**config.mk**
```make
export PLATFORM = sky130hd
export DESIGN_NAME = video2ram
export DESIGN_NICKNAME = d
export VERILOG_FILES = /design/src/rtl/video2ram_pkg.sv /design/src/rtl/video2ram_slot_ctrl.sv /design/src/rtl/video2ram.sv
export SDC_FILE = /design/constraint.sdc
export NUM_CORES = 1
export LEC_CHECK = 0
export ABC_AREA = 0
export BUFFER_PORTS_ARGS = -buffer_cell sky130_fd_sc_hd__buf_2
export CORE_ASPECT_RATIO = 0.6
export CORE_MARGIN = 2
export CORE_UTILIZATION = 48
export DETAILED_ROUTE_END_ITERATION = 16
export GPL_ROUTABILITY_DRIVEN = 0
export PLACE_DENSITY = 0.88
export SKIP_CTS_REPAIR_TIMING = 1
export SYNTH_ARGS = -nofsm -noshare
export SYNTH_HDL_FRONTEND = slang
export SYNTH_HIERARCHICAL = 1
export SYNTH_SLANG_ARGS = --single-unit
```
**constraint.sdc**
```tcl
create_clock -name clock -period 2 [get_ports clock]
set_clock_uncertainty 0.05 [all_clocks]
set_input_delay 0.4 -clock clock [delete_from_list [all_inputs] [get_ports clock]]
set_output_delay 0.4 -clock clock [all_outputs]
set_load 0.02 [all_outputs]
```
**src/rtl/video2ram_pkg.sv**
```systemverilog
// video2ram shared definitions: FSM state encoding and default geometry.
// Optional feature macro used by the top level: VIDEO2RAM_OVERRUN_DETECT_EN.
package video2ram_pkg;

    // Frame tracking states of the line-buffer writer
    typedef enum logic [1:0] {
        WAIT_FRAME = 2'd0,
        ACTIVE     = 2'd1,
        FRAME_DONE = 2'd2
    } state_t;

    // Default geometry; the top level exposes these as overridable parameters
    localparam int DEF_LINE_WIDTH  = 720;
    localparam int DEF_LINES       = 4;
    localparam int DEF_START_LINES = 2;
    localparam int DEF_LINE_HEIGHT = 600;
    localparam int DEF_ADDR_W      = 12;
    localparam int SLOT_W          = $clog2(DEF_LINES);

endpackage

```
**src/rtl/video2ram_slot_ctrl.sv**
```systemverilog
// video2ram slot controller: tracks the line slot being written, its base
// address in the RAM and the number of lines committed in the current frame.
// The base advances by LINE_WIDTH per commit and returns to 0 when the slot
// index wraps, so no multiplier is needed.
module video2ram_slot_ctrl
    import video2ram_pkg::*;
#(
    parameter int LINE_WIDTH = DEF_LINE_WIDTH,
    parameter int LINES      = DEF_LINES,
    parameter int ADDR_W     = DEF_ADDR_W,
    parameter int CNT_W      = 10
) (
    input  logic                     clock,
    input  logic                     reset_n,
    input  logic                     init,
    input  logic                     commit,
    output logic [ADDR_W-1:0]        base,
    output logic [$clog2(LINES)-1:0] write_slot,
    output logic [$clog2(LINES)-1:0] next_slot,
    output logic [CNT_W-1:0]         line_cnt
);

    localparam int SW = $clog2(LINES);

    logic [ADDR_W-1:0] base_q, base_d;
    logic [SW-1:0]     slot_q, slot_d;
    logic [CNT_W-1:0]  cnt_q, cnt_d;

    // Frame start clears the ring position; a commit steps to the next slot
    always_comb begin
        base_d = base_q;
        slot_d = slot_q;
        cnt_d  = cnt_q;
        if (init) begin
            base_d = '0;
            slot_d = '0;
            cnt_d  = '0;
        end else if (commit) begin
            cnt_d  = cnt_q + CNT_W'(1);
            slot_d = slot_q + SW'(1);
            if (slot_q == SW'(LINES - 1)) begin
                base_d = '0;
            end else begin
                base_d = base_q + ADDR_W'(LINE_WIDTH);
            end
        end
    end

    // Ring position registers
    always_ff @(posedge clock or negedge reset_n) begin
        if (!reset_n) begin
            base_q <= '0;
            slot_q <= '0;
            cnt_q  <= '0;
        end else begin
            base_q <= base_d;
            slot_q <= slot_d;
            cnt_q  <= cnt_d;
        end
    end

    assign base       = base_q;
    assign write_slot = slot_q;
    assign next_slot  = slot_q + SW'(1);
    assign line_cnt   = cnt_q;

endmodule

```
**src/rtl/video2ram.sv**
```systemverilog
// video2ram: writes each new captured pixel once into a ring of line slots in
// a dual-port RAM and raises starttrigger once enough lines are buffered.
// Optional feature: define VIDEO2RAM_OVERRUN_DETECT_EN to flag a commit into
// the slot the HDMI side is reading; otherwise overrun is tied low.
module video2ram
    import video2ram_pkg::*;
#(
    parameter int LINE_WIDTH  = DEF_LINE_WIDTH,
    parameter int LINES       = DEF_LINES,
    parameter int LINE_HEIGHT = DEF_LINE_HEIGHT,
    parameter int ADDR_W      = DEF_ADDR_W,
    parameter int START_LINES = DEF_START_LINES
) (
    input  logic                     clock,
    input  logic                     reset_n,
    input  logic [7:0]               red,
    input  logic [7:0]               green,
    input  logic [7:0]               blue,
    input  logic [11:0]              counterX,
    input  logic [11:0]              counterY,
    input  logic                     resync,
    input  logic [$clog2(LINES)-1:0] read_slot,
    output logic [ADDR_W-1:0]        wraddr,
    output logic [23:0]              wrdata,
    output logic                     wren,
    output logic [$clog2(LINES)-1:0] write_slot,
    output logic                     starttrigger,
    output logic                     overrun
);

    localparam int          SW    = $clog2(LINES);
    localparam int          CNT_W = $clog2(LINE_HEIGHT + 1);
    localparam logic [11:0] X_LIM = 12'(LINE_WIDTH);
    localparam logic [11:0] Y_LIM = 12'(LINE_HEIGHT);

    logic [11:0]       x_q, y_q;
    logic [23:0]       rgb_q;
    state_t            state_q, state_d;
    logic              wren_q, wren_d;
    logic [ADDR_W-1:0] wraddr_q, wraddr_d;
    logic              trig_q, trig_d;

    logic              px_new, ln_new, frame_start;
    logic              init, commit;
    logic [ADDR_W-1:0] base;
    logic [SW-1:0]     next_slot;
    logic [CNT_W-1:0]  line_cnt;

    assign px_new      = (counterX != x_q);
    assign ln_new      = (counterY != y_q);
    assign frame_start = ln_new && (counterY == 12'd0);

    video2ram_slot_ctrl #(
        .LINE_WIDTH (LINE_WIDTH),
        .LINES      (LINES),
        .ADDR_W     (ADDR_W),
        .CNT_W      (CNT_W)
    ) u_slot_ctrl (
        .clock      (clock),
        .reset_n    (reset_n),
        .init       (init),
        .commit     (commit),
        .base       (base),
        .write_slot (write_slot),
        .next_slot  (next_slot),
        .line_cnt   (line_cnt)
    );

    // Frame FSM, pixel write request and trigger next-state
    always_comb begin
        state_d  = state_q;
        init     = 1'b0;
        commit   = 1'b0;
        wren_d   = 1'b0;
        wraddr_d = wraddr_q;
        trig_d   = resync ? 1'b0 : trig_q;
        unique case (state_q)
            WAIT_FRAME, FRAME_DONE: begin
                if (frame_start) begin
                    init    = 1'b1;
                    state_d = ACTIVE;
                end
            end
            ACTIVE: begin
                // The write uses the current base even if a commit happens now
                if (px_new && (counterX < X_LIM) && (counterY < Y_LIM)) begin
                    wren_d   = 1'b1;
                    wraddr_d = base + ADDR_W'(counterX);
                end
                if (frame_start) begin
                    init = 1'b1;
                end else if (line_cnt >= CNT_W'(LINE_HEIGHT)) begin
                    state_d = FRAME_DONE;
                end else if (ln_new) begin
                    commit = 1'b1;
                    if ((line_cnt == CNT_W'(START_LINES - 1)) && !resync) begin
                        trig_d = 1'b1;
                    end
                end
            end
            default: state_d = WAIT_FRAME;
        endcase
        // Resync only re-arms a primed buffer; with resync held from the start
        // the trigger never sets, so line writing carries on undisturbed.
        if (resync && trig_q) begin
            state_d = WAIT_FRAME;
            init    = 1'b0;
            commit  = 1'b0;
        end
    end

    // Input capture, FSM state, write port and trigger registers
    always_ff @(posedge clock or negedge reset_n) begin
        if (!reset_n) begin
            x_q      <= '0;
            y_q      <= '0;
            rgb_q    <= '0;
            state_q  <= WAIT_FRAME;
            wren_q   <= 1'b0;
            wraddr_q <= '0;
            trig_q   <= 1'b0;
        end else begin
            x_q      <= counterX;
            y_q      <= counterY;
            rgb_q    <= {red, green, blue};
            state_q  <= state_d;
            wren_q   <= wren_d;
            wraddr_q <= wraddr_d;
            trig_q   <= trig_d;
        end
    end

    assign wraddr       = wraddr_q;
    assign wrdata       = rgb_q;
    assign wren         = wren_q;
    assign starttrigger = trig_q;

`ifdef VIDEO2RAM_OVERRUN_DETECT_EN
    logic ovr_q, ovr_d;

    // Sticky overrun: a commit would move writing into the slot being read
    always_comb begin
        ovr_d = ovr_q;
        if (resync) begin
            ovr_d = 1'b0;
        end else if (commit && (next_slot == read_slot) && trig_q) begin
            ovr_d = 1'b1;
        end
    end

    // Overrun flag register
    always_ff @(posedge clock or negedge reset_n) begin
        if (!reset_n) begin
            ovr_q <= 1'b0;
        end else begin
            ovr_q <= ovr_d;
        end
    end

    assign overrun = ovr_q;
`else
    logic unused_slot_bits;
    assign unused_slot_bits = ^{read_slot, next_slot};
    assign overrun          = 1'b0;
`endif

endmodule

```
* Yosys cells after proc, flatten, opt, wreduce, memory -nomap -nowiden
Index checks and enable logic that the tools add are counted. Widths: inputs -> output; s select.
Storage, ports and cells: bits in registers 88, output and inout bits 41
Cells by class: muxes and demuxes 28, magnitude comparators 3, equal/unequal tests 9, add/sub/neg operators 4, reduce and logical (&&, ||, !) cells 13
Operators by type and width (count):
- $mux 12 | 3
- $lt 12x10->1 const B | 2
- $ne 12x12->1 | 2
- $mux 10 | 2
- $mux 1 | 16
- $add 12x10->12 const B | 1
- $add 12x12->12 | 1
- $logic_not 12->1 | 1
- $mux 2 | 6
- $add 10x1->10 const B | 1
- $eq 10x1->1 const B | 1
- $ge 10x10->1 const B | 1
- $ne 3x3->1 const B | 3
- $logic_and 1x1->1 | 5
- $eq 2x2->1 const B | 2
- $pmux 2 s2 | 1
- $reduce_and 3->1 | 1
- $reduce_or 3->1 | 1
- $add 2x1->2 const B | 1
- $eq 2x1->1 const B | 1
- $logic_not 2->1 | 1
- $reduce_and 2->1 | 1
- $reduce_bool 2->1 | 1
- $reduce_or 2->1 | 1
- $logic_not 1->1 | 1

* Depth between registers and ports, before layout
depth in word-level cells 8, gate-level depth with buffers 10, depth with buffers taken out 9

* Hierarchy
The synthesis kept the hierarchy.
By module, submodules not included:
- video2ram | cells an instance 214, seq. area each 1601.5 sq um, area each 2832.7 sq um, times used 1
- video2ram_slot_ctrl | cells an instance 110, seq. area each 500.5 sq um, area each 1059.8 sq um, times used 1

* Least setup slack after synthesis
OpenSTA, ideal clock, no wires.
path kind reg2reg, start point reg u_slot_ctrl.cnt_q[4], in the netlist u_slot_ctrl/line_cnt[4], end point reg u_slot_ctrl.base_q[11], in the netlist u_slot_ctrl/base[11], data arrival time 1879 ps, stages on the path, launching flop included 11, setup time 129 ps, slack -58 ps, clock period less this slack 2058 ps, cell sequence dfrtp_1 -> a21o_1 -> a211o_1 -> nand2_1 -> nand3_1 -> a21oi_1 -> buf_4 -> buf_2 -> nand2_1 -> o211ai_1 -> o31ai_1
Between the ends: cells in the longest elaborated chain, start to end 6
Ends and longest elaborated chain:
- start, declared | RTL line video2ram_slot_ctrl.sv:27 | logic [CNT_W-1:0] cnt_q, cnt_d;
- start signal, assigned | RTL line video2ram_slot_ctrl.sv:58 | cnt_q <= cnt_d;
- $ge 10x10->1 | RTL line video2ram.sv:92 | end else if (line_cnt >= CNT_W'(LINE_HEIGHT)) begin
- $mux 1 | RTL line video2ram.sv:92
- $mux 1 | RTL line video2ram.sv:90 | if (frame_start) begin
- $mux 1 | RTL line video2ram.sv:77 | unique case (state_q)
- $mux 1 | RTL line video2ram.sv:105 | if (resync && trig_q) begin
- net commit | RTL line video2ram.sv:44 | logic init, commit;
- $reduce_bool 2->1 (no line)
- end signal, assigned | RTL line video2ram_slot_ctrl.sv:56 | base_q <= base_d;
- end, declared | RTL line video2ram_slot_ctrl.sv:25 | logic [ADDR_W-1:0] base_q, base_d;
The timed path passes the listed nets, and every way through them passes these cells. A chain may end at the register's enable or synchronous reset.

* Worst setup path after layout
start point reg y_q[2], end point reg u_slot_ctrl.base_q[8], in the netlist u_slot_ctrl/base[8]
Between the ends: cells in the longest elaborated chain, start to end 7, elaborated cells between the ends (all ways) 12
Ends and longest elaborated chain:
- start, declared | RTL line video2ram.sv:36 | logic [11:0] x_q, y_q;
- start signal, assigned | RTL line video2ram.sv:124 | y_q <= counterY;
- $ne 12x12->1 (*) | RTL line video2ram.sv:50 | assign ln_new = (counterY != y_q);
- $mux 1 | RTL line video2ram.sv:94 | end else if (ln_new) begin
- $mux 1 | RTL line video2ram.sv:92
- $mux 1 (*) | RTL line video2ram.sv:90
- $mux 1 (*) | RTL line video2ram.sv:77
- $mux 1 (*) | RTL line video2ram.sv:105
- net commit | RTL line video2ram.sv:44
- $reduce_bool 2->1 (no line) (*)
The timed path passes the listed nets; every way through them passes the cells marked *.

==> results by group <==
Cells and area
  • Layout fillers: 504
  • Storage cell area: 0.00210 sq mm
  • Share of cells above drive strength 1: 0.416
  • Antenna Cells: 0
  • Final instance area: about 0.0052 sq mm
  • Multi-input logic area: between 0.0015 and 0.002 sq mm
  • Fin nets: between 500 and 600
  • Area grow syn2layout: 34.3%
  • Non-Filler Instances: roughly 570

Worst setup path
  • R2R setup slack: -0.18 ns
  • CP Data Arrival Time: 2.35 ns
  • FF-to-FF End: u_slot_ctrl/base[8]
  • Setup crit end kind: flip-flop
  • Startpoint Class: flip-flop
  • Slowest cell on crit path: dfrtp_1
  • Reg2Reg Depth: 10
  • CP top delay family: simple AND/OR/NAND/NOR gates
  • Crit path kind: reg -> reg
  • Worst path cell trace: xor2_1 -> nor4_2 -> nand3_1 -> nand3_2 -> a21oi_2 -> buf_4 -> nor2b_4 -> nor3b_2 -> a21oi_1 -> nor2_1
  • Worst r2r src: y_q[2]
  • Largest fanout on the critical path: 5
  • Max incr delay on CP: 0.37 ns
  • Buf/Inv on CP: 1
  • Worst EP required: roughly 2.2 ns

STA
  • Unrepaired setup endpoints after global routing: yes
  • Hold_ws: -0.0409 ns
  • Fin worst setup slack: -0.179 ns
  • Setup violations, final: 20
  • Final Max Tran Viols: 0
  • Maximum clock frequency: 459 MHz
  • Period utilisation layout: 1.09
  • Fin. Hold Viols: 36
  • Min Clock Period, post-route: 2.18 ns

Placement
  • Placed instance count: 550
  • PortBufs: 90
  • HPWL after DPL: between 7000 and 8000 um
  • Cell Area, Placed: 0.00472 sq mm

Floorplanning
  • Initial core utilization: 0.495
  • Row cnt: 25
  • Die area: 0.00886 sq mm
  • Die H: 73.7 um
  • CORE AREA: between 0.007 and 0.008 sq mm
  • Io pins: 94
  • Die width: approximately 120 um

Global route
  • First-pass GRT wire length: 15,700 um
  • Tot GR Track Use: 0.231
  • Largest net degree at the start of global routing: 39
  • Vias in the first global route: 3,090
  • Grt ovf: 0
  • Initial antenna violation count: 0

Synthesis
  • Yosys warnings: 6
  • Syn Inst Count: 323
  • Avg Cell Area, Syn: 12.0 sq um
  • Synth Cell Area: 0.00389 sq mm

CTS
  • Num CTS Buffers: 9
  • CTS tree: done
  • Clock Sinks: 84
  • H-tree level count: 3
  • Clock buffer depth: 2
  • Clk_lat worst skew: 0.34 ns
  • Reg clk slew, reported paths: around 0.07 ns
  • Root Buffer: clkbuf_16

Routing
  • DRC viols: 0
  • Routed Antenna Nets: 0
  • First drt pass iteration count: 4
  • Vias: 3,153
  • DR iter-0 viols: 353
  • WL final: 10,900 um
  • Vias/cell: 5.51
  • DR WL/cell: 19.0 um

Status
  • Status: finished, violations left
  • Failing checks: negative hold slack, negative setup slack

Power and ir drop
  • Leak Pwr: approximately 2.5 nW
  • Pwr/cell area: 880 mW/mm^2
  • Net Sw Frac: 0.298
  • Clock share of power: 0.375
  • Peak supply drop: approximately 0.44 mV
  • Pint: 0.00323 W
  • Gate power share: 0.214
  • Psw: 0.00137 W
  • Total power: 0.00459 W
  • Flop pwr share: 0.411

Job
  • Max Cap Viol: 0

Worst hold path
  • Hold WC Path Type: in -> async
-- per-layer routing --
metal,GRT usage,part of all wire
met3,0.0846,0.078
met1,0.287,0.41
met2,0.379,0.49
met5,0,0
met4,0.0771,0.029
-- power groups by stage --
stage / combinational, W / sequential [W] / clock (W)
detailed placement: 0.000897 / 0.00190 / 0
floorplan: 0.000475 / 0.00195 / 0
global placement: 0.000852 / 0.00190 / 0
finish: 0.000983 / 0.00189 / 0.00172
CTS: 0.000909 / 0.00187 / 0.00174
global route: 0.00106 / 0.00190 / 0.00180
-- through the flow --
step	utilization	setup slack [ns]	setup TNS (ns)
6_report	0.665	-0.179	-1.94
5_1_grt	0.665	-0.275	-4.05
4_1_cts	0.640	-0.306	-2.18
3_5_place_dp	0.601	-0.410	-4.94
3_3_place_gp	0.601	-0.252	-2.62
2_1_floorplan	-	0.00561	0
-- flip-flops by register name, summed over array words and instances (netlist names) --
name	cells
y_q	12
starttrigger	1
wrdata	24
state_q	2
x_q	12
u_slot_ctrl/write_slot	2
u_slot_ctrl/base	8
wraddr	12
u_slot_ctrl/line_cnt	10
wren	1
-- layout make-up --
cell class	count	share of cell area
sequential	84	0.403
multi-input combinational	226	0.351
timing repair buffer	133	0.159
clock buffer	9	0.0431
tap	108	0.0259
clock inverter	7	0.0156
inverter	5	0.00359
-- worst max-delay path by stage --
stage                             from                 endpoint  cells past startpoint
2_1_floorplan  u_slot_ctrl/line_cnt[4]  u_slot_ctrl/line_cnt[5]                      9
3_3_place_gp               counterY[6]     u_slot_ctrl/base[10]                     11
3_5_place_dp               counterY[9]      u_slot_ctrl/base[8]                     11
4_1_cts        u_slot_ctrl/line_cnt[4]      u_slot_ctrl/base[8]                     10
5_1_grt                         y_q[2]     u_slot_ctrl/base[10]                     10
6_report                        y_q[2]      u_slot_ctrl/base[8]                     10
-- worst reg2reg max path, stage by stage, from the launching register on --
cell and delay (ns):
dfrtp_1 0.37, xor2_1 0.18, nor4_2 0.36, nand3_1 0.22
nand3_2 0.14, a21oi_2 0.06, buf_4 0.17, nor2b_4 0.15
nor3b_2 0.18, a21oi_1 0.13, nor2_1 0.07
-- layout by cell type, fill, tap and decap left out, drive strengths merged, types with 2 or more instances in the layout --
| cell | n |
|---|---|
| xnor2 | 23 |
| ha | 14 |
| conb | 5 |
| clkbuf | 9 |
| inv | 9 |
| a21oi | 15 |
| mux2i | 4 |
| a211o | 3 |
| a211oi | 4 |
| dfrtp | 84 |
| nand3 | 7 |
| clkinv | 2 |
| and3 | 3 |
| o21bai | 3 |
| o21ai | 14 |
| nor3 | 7 |
| a221oi | 2 |
| nor2 | 26 |
| a22oi | 4 |
| nand3b | 2 |
| nor3b | 4 |
| nand2 | 9 |
| nand2b | 3 |
| buf | 133 |
| nand4 | 7 |
| mux2 | 12 |
| o211ai | 2 |
| o31ai | 2 |
| xor2 | 20 |
| nor4 | 8 |
| a21o | 7 |
(Power assumes the default switching activity.)
